## src/rtl/vcache_stat_collector_if.sv

```systemverilog
// Record output channel of the vcache statistics collector: one valid/ready
// handshake carrying a per-channel snapshot record.
interface vcache_stat_collector_if #(
  parameter int lg_num_p     = 2,
  parameter int data_width_p = 32,
  parameter int ctr_width_p  = 32
);
  logic                    stat_v_o;
  logic                    stat_ready_i;
  logic [lg_num_p-1:0]     stat_cache_id_o;
  logic [data_width_p-1:0] stat_tag_o;
  logic [31:0]             stat_global_ctr_o;
  logic [ctr_width_p-1:0]  stat_ld_o;
  logic [ctr_width_p-1:0]  stat_st_o;
  logic [ctr_width_p-1:0]  stat_ld_miss_o;
  logic [ctr_width_p-1:0]  stat_st_miss_o;
  logic [ctr_width_p-1:0]  stat_stall_o;

  modport master (
    output stat_v_o, stat_cache_id_o, stat_tag_o, stat_global_ctr_o,
           stat_ld_o, stat_st_o, stat_ld_miss_o, stat_st_miss_o, stat_stall_o,
    input  stat_ready_i
  );

  modport slave (
    input  stat_v_o, stat_cache_id_o, stat_tag_o, stat_global_ctr_o,
           stat_ld_o, stat_st_o, stat_ld_miss_o, stat_st_miss_o, stat_stall_o,
    output stat_ready_i
  );
endinterface

```

## src/rtl/vcache_stat_collector.sv

```systemverilog
// Per-channel saturating vcache event counters with a snapshot that is drained
// one record per channel over a valid/ready interface.
module vcache_stat_collector #(
  parameter int num_caches_p        = 4,
  parameter int ctr_width_p         = 32,
  parameter int data_width_p        = 32,
  parameter bit clear_on_snapshot_p = 1'b0
) (
  input  logic                    clk_i,
  input  logic                    reset_i,
  input  logic [num_caches_p-1:0] v_o_i,
  input  logic [num_caches_p-1:0] yumi_i,
  input  logic [num_caches_p-1:0] v_v_r_i,
  input  logic [num_caches_p-1:0] miss_v_i,
  input  logic [num_caches_p-1:0] ld_op_i,
  input  logic [num_caches_p-1:0] st_op_i,
  input  logic [31:0]             global_ctr_i,
  input  logic                    print_stat_v_i,
  input  logic [data_width_p-1:0] print_stat_tag_i,
  vcache_stat_collector_if.master stat_if,
  output logic                    busy_o,
  output logic                    dropped_o
);
  localparam int lg_num_lp = (num_caches_p > 1) ? $clog2(num_caches_p) : 1;
  localparam int EV_LD     = 0;
  localparam int EV_ST     = 1;
  localparam int EV_LDM    = 2;
  localparam int EV_STM    = 3;
  localparam int EV_STALL  = 4;

  typedef enum logic {IDLE, DRAIN} state_e;
  state_e state_q, state_d;

  logic [num_caches_p-1:0][4:0]                  ev;
  logic [num_caches_p-1:0][4:0][ctr_width_p-1:0] live_q, live_d, snap_q;
  logic [4:0][ctr_width_p-1:0]                   rec;
  logic [ctr_width_p-1:0]                        base;
  logic [data_width_p-1:0]                       tag_q;
  logic [31:0]                                   gctr_q;
  logic [lg_num_lp-1:0]                          idx_q;
  logic                                          dropped_q;
  logic                                          take, last, hs;

  assign take = (state_q == IDLE) && print_stat_v_i;
  assign last = (idx_q == lg_num_lp'(num_caches_p - 1));
  assign hs   = stat_if.stat_v_o && stat_if.stat_ready_i;

  always_comb begin
    ev = '0;
    for (int unsigned i = 0; i < num_caches_p; i++) begin
      ev[i][EV_LD]    = v_o_i[i] & yumi_i[i] & ld_op_i[i];
      ev[i][EV_ST]    = v_o_i[i] & yumi_i[i] & st_op_i[i];
      ev[i][EV_LDM]   = v_o_i[i] & yumi_i[i] & ld_op_i[i] & miss_v_i[i];
      ev[i][EV_STM]   = v_o_i[i] & yumi_i[i] & st_op_i[i] & miss_v_i[i];
      ev[i][EV_STALL] = v_v_r_i[i] & miss_v_i[i] & ~(v_o_i[i] | yumi_i[i]);
    end
  end

  // The snapshot samples live_q, so this cycle's event lands only in the live
  // counter, on top of zero when clearing on snapshot.
  always_comb begin
    live_d = live_q;
    base   = '0;
    for (int unsigned i = 0; i < num_caches_p; i++) begin
      for (int unsigned e = 0; e < 5; e++) begin
        base = (take && clear_on_snapshot_p) ? '0 : live_q[i][e];
        if (ev[i][e] && (base != '1)) live_d[i][e] = base + ctr_width_p'(1);
        else                          live_d[i][e] = base;
      end
    end
  end

  always_ff @(posedge clk_i or posedge reset_i) begin
    if (reset_i) state_q <= IDLE;
    else         state_q <= state_d;
  end

  always_comb begin
    state_d = state_q;
    unique case (state_q)
      IDLE:    if (take)      state_d = DRAIN;
      DRAIN:   if (hs && last) state_d = IDLE;
      default:                state_d = IDLE;
    endcase
  end

  always_comb begin
    stat_if.stat_v_o = (state_q == DRAIN);
    busy_o           = (state_q == DRAIN);
  end

  always_ff @(posedge clk_i or posedge reset_i) begin
    if (reset_i) begin
      live_q    <= '0;
      snap_q    <= '0;
      tag_q     <= '0;
      gctr_q    <= '0;
      idx_q     <= '0;
      dropped_q <= 1'b0;
    end else begin
      live_q <= live_d;
      if (take) begin
        snap_q <= live_q;
        tag_q  <= print_stat_tag_i;
        gctr_q <= global_ctr_i;
        idx_q  <= '0;
      end else if (hs && !last) begin
        idx_q <= idx_q + lg_num_lp'(1);
      end
      if (print_stat_v_i && (state_q == DRAIN)) dropped_q <= 1'b1;
    end
  end

  always_comb begin
    rec = '0;
    for (int unsigned i = 0; i < num_caches_p; i++) begin
      if (idx_q == lg_num_lp'(i)) rec = snap_q[i];
    end
  end

  assign stat_if.stat_cache_id_o   = idx_q;
  assign stat_if.stat_tag_o        = tag_q;
  assign stat_if.stat_global_ctr_o = gctr_q;
  assign stat_if.stat_ld_o         = rec[EV_LD];
  assign stat_if.stat_st_o         = rec[EV_ST];
  assign stat_if.stat_ld_miss_o    = rec[EV_LDM];
  assign stat_if.stat_st_miss_o    = rec[EV_STM];
  assign stat_if.stat_stall_o      = rec[EV_STALL];
  assign dropped_o                 = dropped_q;
endmodule

```

## src/flat_wrapper.sv

```systemverilog
// flat-port wrapper written by rule: the top's interface ports become plain ports
module vcache_stat_collector_flat 
#(
  parameter int num_caches_p        = 4,
  parameter int ctr_width_p         = 32,
  parameter int data_width_p        = 32,
  parameter bit clear_on_snapshot_p = 1'b0
)
  (clk_i, reset_i, v_o_i, yumi_i, v_v_r_i, miss_v_i, ld_op_i, st_op_i, global_ctr_i, print_stat_v_i, print_stat_tag_i, busy_o, dropped_o, stat_if_stat_v_o, stat_if_stat_cache_id_o, stat_if_stat_tag_o, stat_if_stat_global_ctr_o, stat_if_stat_ld_o, stat_if_stat_st_o, stat_if_stat_ld_miss_o, stat_if_stat_st_miss_o, stat_if_stat_stall_o, stat_if_stat_ready_i);
  vcache_stat_collector_if #(.lg_num_p((2)), .data_width_p(data_width_p), .ctr_width_p(ctr_width_p)) stat_if_i ();
  input  logic clk_i;
  input  logic reset_i;
  input  logic [num_caches_p-1:0] v_o_i;
  input  logic [num_caches_p-1:0] yumi_i;
  input  logic [num_caches_p-1:0] v_v_r_i;
  input  logic [num_caches_p-1:0] miss_v_i;
  input  logic [num_caches_p-1:0] ld_op_i;
  input  logic [num_caches_p-1:0] st_op_i;
  input  logic [31:0] global_ctr_i;
  input  logic print_stat_v_i;
  input  logic [data_width_p-1:0] print_stat_tag_i;
  output logic busy_o;
  output logic dropped_o;
  output wire logic [$bits(stat_if_i.stat_v_o)-1:0] stat_if_stat_v_o;
  output wire logic [$bits(stat_if_i.stat_cache_id_o)-1:0] stat_if_stat_cache_id_o;
  output wire logic [$bits(stat_if_i.stat_tag_o)-1:0] stat_if_stat_tag_o;
  output wire logic [$bits(stat_if_i.stat_global_ctr_o)-1:0] stat_if_stat_global_ctr_o;
  output wire logic [$bits(stat_if_i.stat_ld_o)-1:0] stat_if_stat_ld_o;
  output wire logic [$bits(stat_if_i.stat_st_o)-1:0] stat_if_stat_st_o;
  output wire logic [$bits(stat_if_i.stat_ld_miss_o)-1:0] stat_if_stat_ld_miss_o;
  output wire logic [$bits(stat_if_i.stat_st_miss_o)-1:0] stat_if_stat_st_miss_o;
  output wire logic [$bits(stat_if_i.stat_stall_o)-1:0] stat_if_stat_stall_o;
  input wire logic [$bits(stat_if_i.stat_ready_i)-1:0] stat_if_stat_ready_i;
  assign stat_if_stat_v_o = stat_if_i.stat_v_o;
  assign stat_if_stat_cache_id_o = stat_if_i.stat_cache_id_o;
  assign stat_if_stat_tag_o = stat_if_i.stat_tag_o;
  assign stat_if_stat_global_ctr_o = stat_if_i.stat_global_ctr_o;
  assign stat_if_stat_ld_o = stat_if_i.stat_ld_o;
  assign stat_if_stat_st_o = stat_if_i.stat_st_o;
  assign stat_if_stat_ld_miss_o = stat_if_i.stat_ld_miss_o;
  assign stat_if_stat_st_miss_o = stat_if_i.stat_st_miss_o;
  assign stat_if_stat_stall_o = stat_if_i.stat_stall_o;
  assign stat_if_i.stat_ready_i = stat_if_stat_ready_i;
  vcache_stat_collector #(.num_caches_p(num_caches_p), .ctr_width_p(ctr_width_p), .data_width_p(data_width_p), .clear_on_snapshot_p(clear_on_snapshot_p)) u_core (.clk_i(clk_i), .reset_i(reset_i), .v_o_i(v_o_i), .yumi_i(yumi_i), .v_v_r_i(v_v_r_i), .miss_v_i(miss_v_i), .ld_op_i(ld_op_i), .st_op_i(st_op_i), .global_ctr_i(global_ctr_i), .print_stat_v_i(print_stat_v_i), .print_stat_tag_i(print_stat_tag_i), .stat_if(stat_if_i), .busy_o(busy_o), .dropped_o(dropped_o));
endmodule
```

## config.mk

```make
export PLATFORM = sky130hd
export DESIGN_NAME = vcache_stat_collector_flat
export DESIGN_NICKNAME = d
export VERILOG_FILES = /design/src/rtl/vcache_stat_collector_if.sv /design/src/rtl/vcache_stat_collector.sv /design/src/flat_wrapper.sv
export SDC_FILE = /design/constraint.sdc
export NUM_CORES = 2
export LEC_CHECK = 0
export CAP_MARGIN = 0
export CORE_MARGIN = 10
export CORE_UTILIZATION = 55
export CTS_CLUSTER_SIZE = 30
export DETAILED_ROUTE_END_ITERATION = 8
export GPL_ROUTABILITY_DRIVEN = 0
export PLACE_DENSITY = 0.77
export SLEW_MARGIN = 20
export SYNTH_ARGS = -nofsm -noshare
export SYNTH_HDL_FRONTEND = slang
export SYNTH_SLANG_ARGS = --single-unit
```

## constraint.sdc

```tcl
create_clock -name clk_i -period 46.8 [get_ports clk_i]
set_clock_uncertainty 0.05 [all_clocks]
set_input_delay 9.36 -clock clk_i [delete_from_list [all_inputs] [get_ports clk_i]]
set_output_delay 9.36 -clock clk_i [all_outputs]
set_load 0.02 [all_outputs]
```

Yosys cells after proc, flatten, opt, wreduce, memory -nomap -nowiden
Cells that the tools add are included.
{ "totals": {"word_cells": 163, "input_bits": 92, "regBits": 1348, "out_inout_bits": 229} }
{ "classes": {"bitwise": 37, "mux": 9, "n_reduce_logical": 28, "n_addsub": 21, "eq_ne": 23} }
{ "op_table": {"columns": ["cell", "count"], "rows": [
  ["adder 32 x 1 -> 32 bit, second input constant", 20],
  ["two-way mux 160 bit", 4],
  ["inequality test 32 bit, second input constant", 20],
  ["bitwise AND 1 bit", 28],
  ["logical AND 1 bit", 25],
  ["NOT 1 bit", 5],
  ["== test 2 bit, second input constant", 2],
  ["two-way mux 2 bit", 2],
  ["bitwise OR 1 bit", 4],
  ["adder 2 x 1 -> 2 bit, second input constant", 1],
  ["== test 2 x 1 -> 1 bit, second input constant", 1],
  ["zero test 2 bit", 1],
  ["two-way mux 1 bit", 2],
  ["one-hot mux 1 bit (2 select lines)", 1],
  ["nonzero test 2 bit", 1],
  ["zero test 1 bit", 1]
]} }

Depth between registers and ports, before layout
{ "logic_depth": {"depth_word": 5, "mapped_depth": 10, "mapped_depth_nobuf": 8} }

Worst setup path before layout
Ideal clock, no wire load.
{ "synth_path": {"path_type": "register to output", "from": "reg u_core.idx_q[0] (netlist: u_core.stat_if.stat_cache_id_o[0])", "to": "out stat_if_stat_ld_miss_o[10]", "arrival_time_ns": 2.281, "path_slack_ns": 35.109, "stages_incl_launch_ff": 9, "t_required_ns": 37.390, "n_path_buf": 5, "path_cell_list": "dfrtp_1 > ha_1 > clkbuf_1 > clkbuf_1 > clkbuf_1 > clkbuf_1 > clkbuf_1 > nand2_1 > o21ai_0"} }
{ "synth_via": {"elab_chain_len": 5} }
{ "synth_rtl": {"columns": ["element", "line_no", "source"], "rows": [
  ["from (decl)", "vcache_stat_collector.sv:40", "logic [lg_num_lp-1:0] idx_q;"],
  ["from (signal assigned)", "vcache_stat_collector.sv:108", "idx_q <= idx_q + lg_num_lp'(1);"],
  ["zero test 2 bit", "vcache_stat_collector.sv:117", "if (idx_q == lg_num_lp'(i)) rec = snap_q[i];"],
  ["two-way mux 160 bit (3 in series)", "vcache_stat_collector.sv:117", null],
  ["two-way mux 160 bit (*)", "vcache_stat_collector.sv:117", null],
  ["to (decl)", "flat_wrapper.sv:30", "output wire logic [$bits(stat_if_i.stat_ld_miss_o)-1:0] stat_if_stat_ld_miss_o;"]
]} }
Every way passes the cells marked *; elsewhere a longest branch is shown, timed or not.

Worst setup path in the final report
{ "layout_path": {"from": "reg u_core.idx_q[1] (netlist: u_core.stat_if.stat_cache_id_o[1])", "to": "out stat_if_stat_st_o[24]"} }
{ "layout_via": {"elab_chain_len": 5} }
{ "layout_rtl": {"columns": ["element", "line_no", "source"], "rows": [
  ["zero test 2 bit", "vcache_stat_collector.sv:117", null],
  ["two-way mux 160 bit (3 in series)", "vcache_stat_collector.sv:117", null],
  ["two-way mux 160 bit (*)", "vcache_stat_collector.sv:117", null],
  ["to (decl)", "flat_wrapper.sv:29", "output wire logic [$bits(stat_if_i.stat_st_o)-1:0] stat_if_stat_st_o;"]
]} }
Marks and branches as above.

==> flow_results.org <==
** Floorplanning
- The core region is about 110000 sq um.
- Boundary Pins :: between 300 and 400
- In this run the core area contains 122 standard-cell rows.
- Floorplan die height :: about 350 um
- Die area :: 125000 sq um
- X dimension of the die :: ~350 um
- Initial Utilization :: approximately 55%

** Placed design
- In this run the tool buffered the top-level ports with 320 buffer cells.
- Placed cell area :: 65700 sq um
- Hpwl dp :: ~100 mm
- Once placement completed, the tool counted placed cells totaling about 7200.

** Route
- Routed vias/inst :: 5.84
- In the final routed layout, each cell accounts on average for between 20 and 25 um.
- First-pass iteration count of the detailed router :: 6
- Number of DRC violations after detailed routing :: 0
- The detail route stage leaves a number of antenna-violating nets equal to 0.
- The detailed router finished its first iteration with around 3700 violations.
- Across all layers, the routed design uses ~43000 vias.
- The final layout contains routed wiring with a total length of roughly 150 mm.

** Synthesis
- The number of nets handed over by synthesis was between 5000 and 6000.
- In this run, synthesis inferred 0 flip-flops with an integrated enable.
- In this run, synthesis produced a sequential element count of approximately 1300.
- During synthesis, Yosys emitted a total of 0 warnings.
- Fraction of the yosys area taken by sequential cells :: 55.3%
- Synthesized area per cell :: between 10 and 15 sq um
- Cells after synthesis :: approximately 5500
- Predominant post-synthesis flop cell :: sky130_fd_sc_hd__dfrtp_1
- After synthesis the cells add up to ~60000 sq um.
- The netlist uses 64 different library cells.
- Fraction of registers with async set/reset :: 100%

** Power
- Power spread over the standard cell area amounts to about 45 nW/um^2.
- The clock network burns between 30% and 40% of the power.
- Worst IR drop on VDD :: 0.0479 mV
- In this run switching power makes up 30.2% of total power.
- The analysis attributes to net switching a power of ~0.95 mW.
- The share of total power dissipated in sequential elements is 43.7%.
- For this design the static power due to leakage is roughly 32 nW.
- The internal portion of the total power is about 2.2 mW.
- Combinational cells account for between 20% and 30% of the total power.

** Timing
- Unrepaired setup endpoints after global routing :: no
- For the finished layout, the period the worst path requires is between 10 and 15 ns.
- Setup violations remaining at the end of the flow were counted as 0.
- After routing, the total negative slack on setup checks comes to 0 ns.
- Slew at the pin with the worst max-slew slack :: around 1.2 ns
- For this run, the top clock speed supported by timing is between 60 and 70 MHz.
- The final critical path takes up 31.6% of the cycle.
- Measured against its own limit, the worst slew margin works out to between 20% and 30%.
- Final hold violation count :: 0
- Max-slew violation count :: 0

** Layout
- Share of post-route cells with drive strength above 1 :: between 10% and 20%
- Across the whole layout, storage elements account for 33700 sq um.
- Non-filler cells in the finished layout :: roughly 7400
- Once layout is done, the placed cells without fillers occupy 70300 sq um.
- Synthesis-to-layout area growth :: 15.2%
- Multi-input combinational cell area :: roughly 26000 sq um
- Most common cell after layout, fill and taps aside :: sky130_fd_sc_hd__dfrtp_1
- After filler insertion, the fill cell instance count of the layout stands at about 8500.
- The number of antenna diodes in the final layout is 0.
- The library cells used most frequently in the layout, excluding fill and tap cells, are sky130_fd_sc_hd__dfrtp_1, sky130_fd_sc_hd__mux2_2, sky130_fd_sc_hd__nand2_1, sky130_fd_sc_hd__nor2_1, sky130_fd_sc_hd__xnor2_1.
- Final net count :: around 6000

** Critical path
- The most critical setup path has its startpoint at u_core.stat_if.stat_cache_id_o[1].
- STA classifies the critical path endpoint as an output port.
- In this design, the stage delay of the slowest critical-path cell is between 0.8 and 0.9 ns.
- Critical Path RT :: 37.39 ns
- Startpoint of the lowest-slack register-to-register path :: u_core.busy_o
- The setup check on the worst reg-to-reg path leaves a slack of approximately 42 ns.
- Crit path cell chain :: inv_1 > ha_4 > buf_4 > buf_4 > a21oi_1 > nor2_1 > a21oi_1 > o21ai_0 > clkdlybuf4s50_1
- Worst Path Class, Setup :: flop to output port
- STA classifies the critical path startpoint as a flop.
- On the critical path, the stage with the largest delay is an instance of sky130_fd_sc_hd__buf_4.
- Data arrival time of the critical path :: around 5.4 ns
- Of all nets on the critical path, the largest fanout is 98.

** Global routing
- First-pass GRT wire length :: 241 mm
- Global route total overflow :: 0
- Antenna violations before repair :: 0
- The via count of the first global-routing pass was about 43000.
- Pin count of the biggest net entering global routing :: around 190
- For this run, the total global-route usage over all layers was measured as roughly a quarter.

** Clock network
- Master cell of the clock root buffer :: sky130_fd_sc_hd__clkbuf_16
- Worst-path clk slew :: ~0.060 ns
- Later-pin clock latency in the skew report :: between 0.7 and 0.8 ns
- Clock tree from TritonCTS :: yes
- Post-CTS Repair Setup Buffers :: 0
- The clock passes through at most 3 buffers.
- The number of gates resized after CTS was 0.
- H-tree depth :: 4
- For this design, the sink count on the clock tree is around 1300.
- For this design, the CTS-stage hold fixing added 0 buffers.
- Buffers inserted during clock tree synthesis total 142.

** Min path
- The worst hold path begins at u_core.dropped_o.
- The worst hold path belongs to the class flop to flop.

** Flow run
- Max-cap violations in this run came to 0.

** Outcome
- Status :: complete, no violations
## state kept, by name (all words and copies together) (netlist names)
signal,cells
u_core.stat_if.stat_tag_o,32
u_core.stat_if.stat_cache_id_o,2
u_core.dropped_o,1
u_core.snap_q,640
u_core.base,32
u_core.live_q,608
u_core.busy_o,1
u_core.stat_if.stat_global_ctr_o,32
## area by class of cell
type	count	share of cell area [%]
Tap cell	1488	2.65
Clock buffer	209	5.94
Multi-Input combinational cell	3912	37.4
Clock inverter	40	0.681
Sequential cell	1348	48.0
Timing Repair Buffer	361	5.08
Inverter	53	0.288
## power by group through the flow
stage / combinational, mW / clock, mW / sequential (mW)
5_1_grt: 0.700 / 1.20 / 1.39
6_report: 0.646 / 1.13 / 1.38
3_3_place_gp: 0.636 / 0 / 1.39
4_1_cts: 0.653 / 1.15 / 1.38
3_5_place_dp: 0.649 / 0 / 1.40
2_1_floorplan: 0.389 / 0 / 1.41
## stage by stage
step | setup slack (ns) | utilization, % | hold WS (ns) | power (mW)
after floorplan | 18.74 | - | 0.400 | 1.80
after global placement | 32.94 | 59.4 | 0.394 | 2.03
after detailed placement | 32.84 | 59.4 | 0.394 | 2.05
after CTS | 32.04 | 63.6 | 0.415 | 3.18
after global routing | 31.80 | 63.6 | 0.434 | 3.29
final | 32.02 | 63.6 | 0.409 | 3.15
## worst max-delay path, delay by kind of cell, from the launching register on
family | cells | cell delay, ns
fa+ha+maj | 1 | 0.48
buf+inv | 4 | 2.58
flops | 1 | 0.48
compound gates | 3 | 0.89
simple gates | 1 | 0.12
## Yosys cell counts (all sizes together), types with 3 or more instances
cell / number / area [sq um]
and3: 75 / 469
o21ai: 167 / 840
nand2: 595 / 2240
mux2i: 3 / 30.0
and2: 32 / 201
o311ai: 4 / 35.0
nor2: 541 / 2030
nand4: 241 / 1510
nand4b: 5 / 43.8
dfrtp: 1348 / 33700
or3: 18 / 123
inv: 53 / 199
nor3: 101 / 521
ha: 24 / 300
nand3: 247 / 1240
xor2: 180 / 1580
mux2: 726 / 8180
a31o: 3 / 26.3
or4: 9 / 75.1
nor2b: 10 / 62.6
a31oi: 19 / 119
xnor2: 407 / 3560
and4: 51 / 447
a2111oi: 3 / 32.5
nand3b: 6 / 48.8
nand2b: 7 / 43.8
buf: 28 / 116
nor3b: 4 / 30.0
and3b: 3 / 26.3
nor4: 46 / 300
clkbuf: 207 / 777
a22oi: 5 / 37.5
a21oi: 334 / 1670
or2: 13 / 81.3
o21a: 9 / 67.6
## cells by family after synthesis
logic type                 count (synthesis)  synth area share [%]
AOI/OAI and AO/OA                        562                  4.95
xor gates and xnor gates                 587                  8.42
adders and majority gates                 24                 0.492
buffers and inverters                    288                  1.79
DFF                                     1348                  55.3
muxes                                    729                  13.4
and+or+nand+nor                         2010                  15.6
## path summary, 6_finish.rpt
kind / end / cells past startpoint
min: u_core.dropped_o / 1
min in group asynchronous: u_core.live_q[71] / 2
max: stat_if_stat_st_o[24] / 9
max in group asynchronous: u_core.snap_q[28] / 6
min reg2reg: u_core.dropped_o / 1
max reg2reg: u_core.snap_q[229] / 6
## metal layers
layer	part of all wire (%)	wire, um	global-route usage [%]	up-vias
met5	0	0	0	-
met1	44	65600	32.6	21900
li1	-	-	-	19900
met2	47	70400	37.7	1261
met3	6.1	9220	4.11	278
met4	3.2	4770	8.49	0
Power figures use the tool's default switching activity.
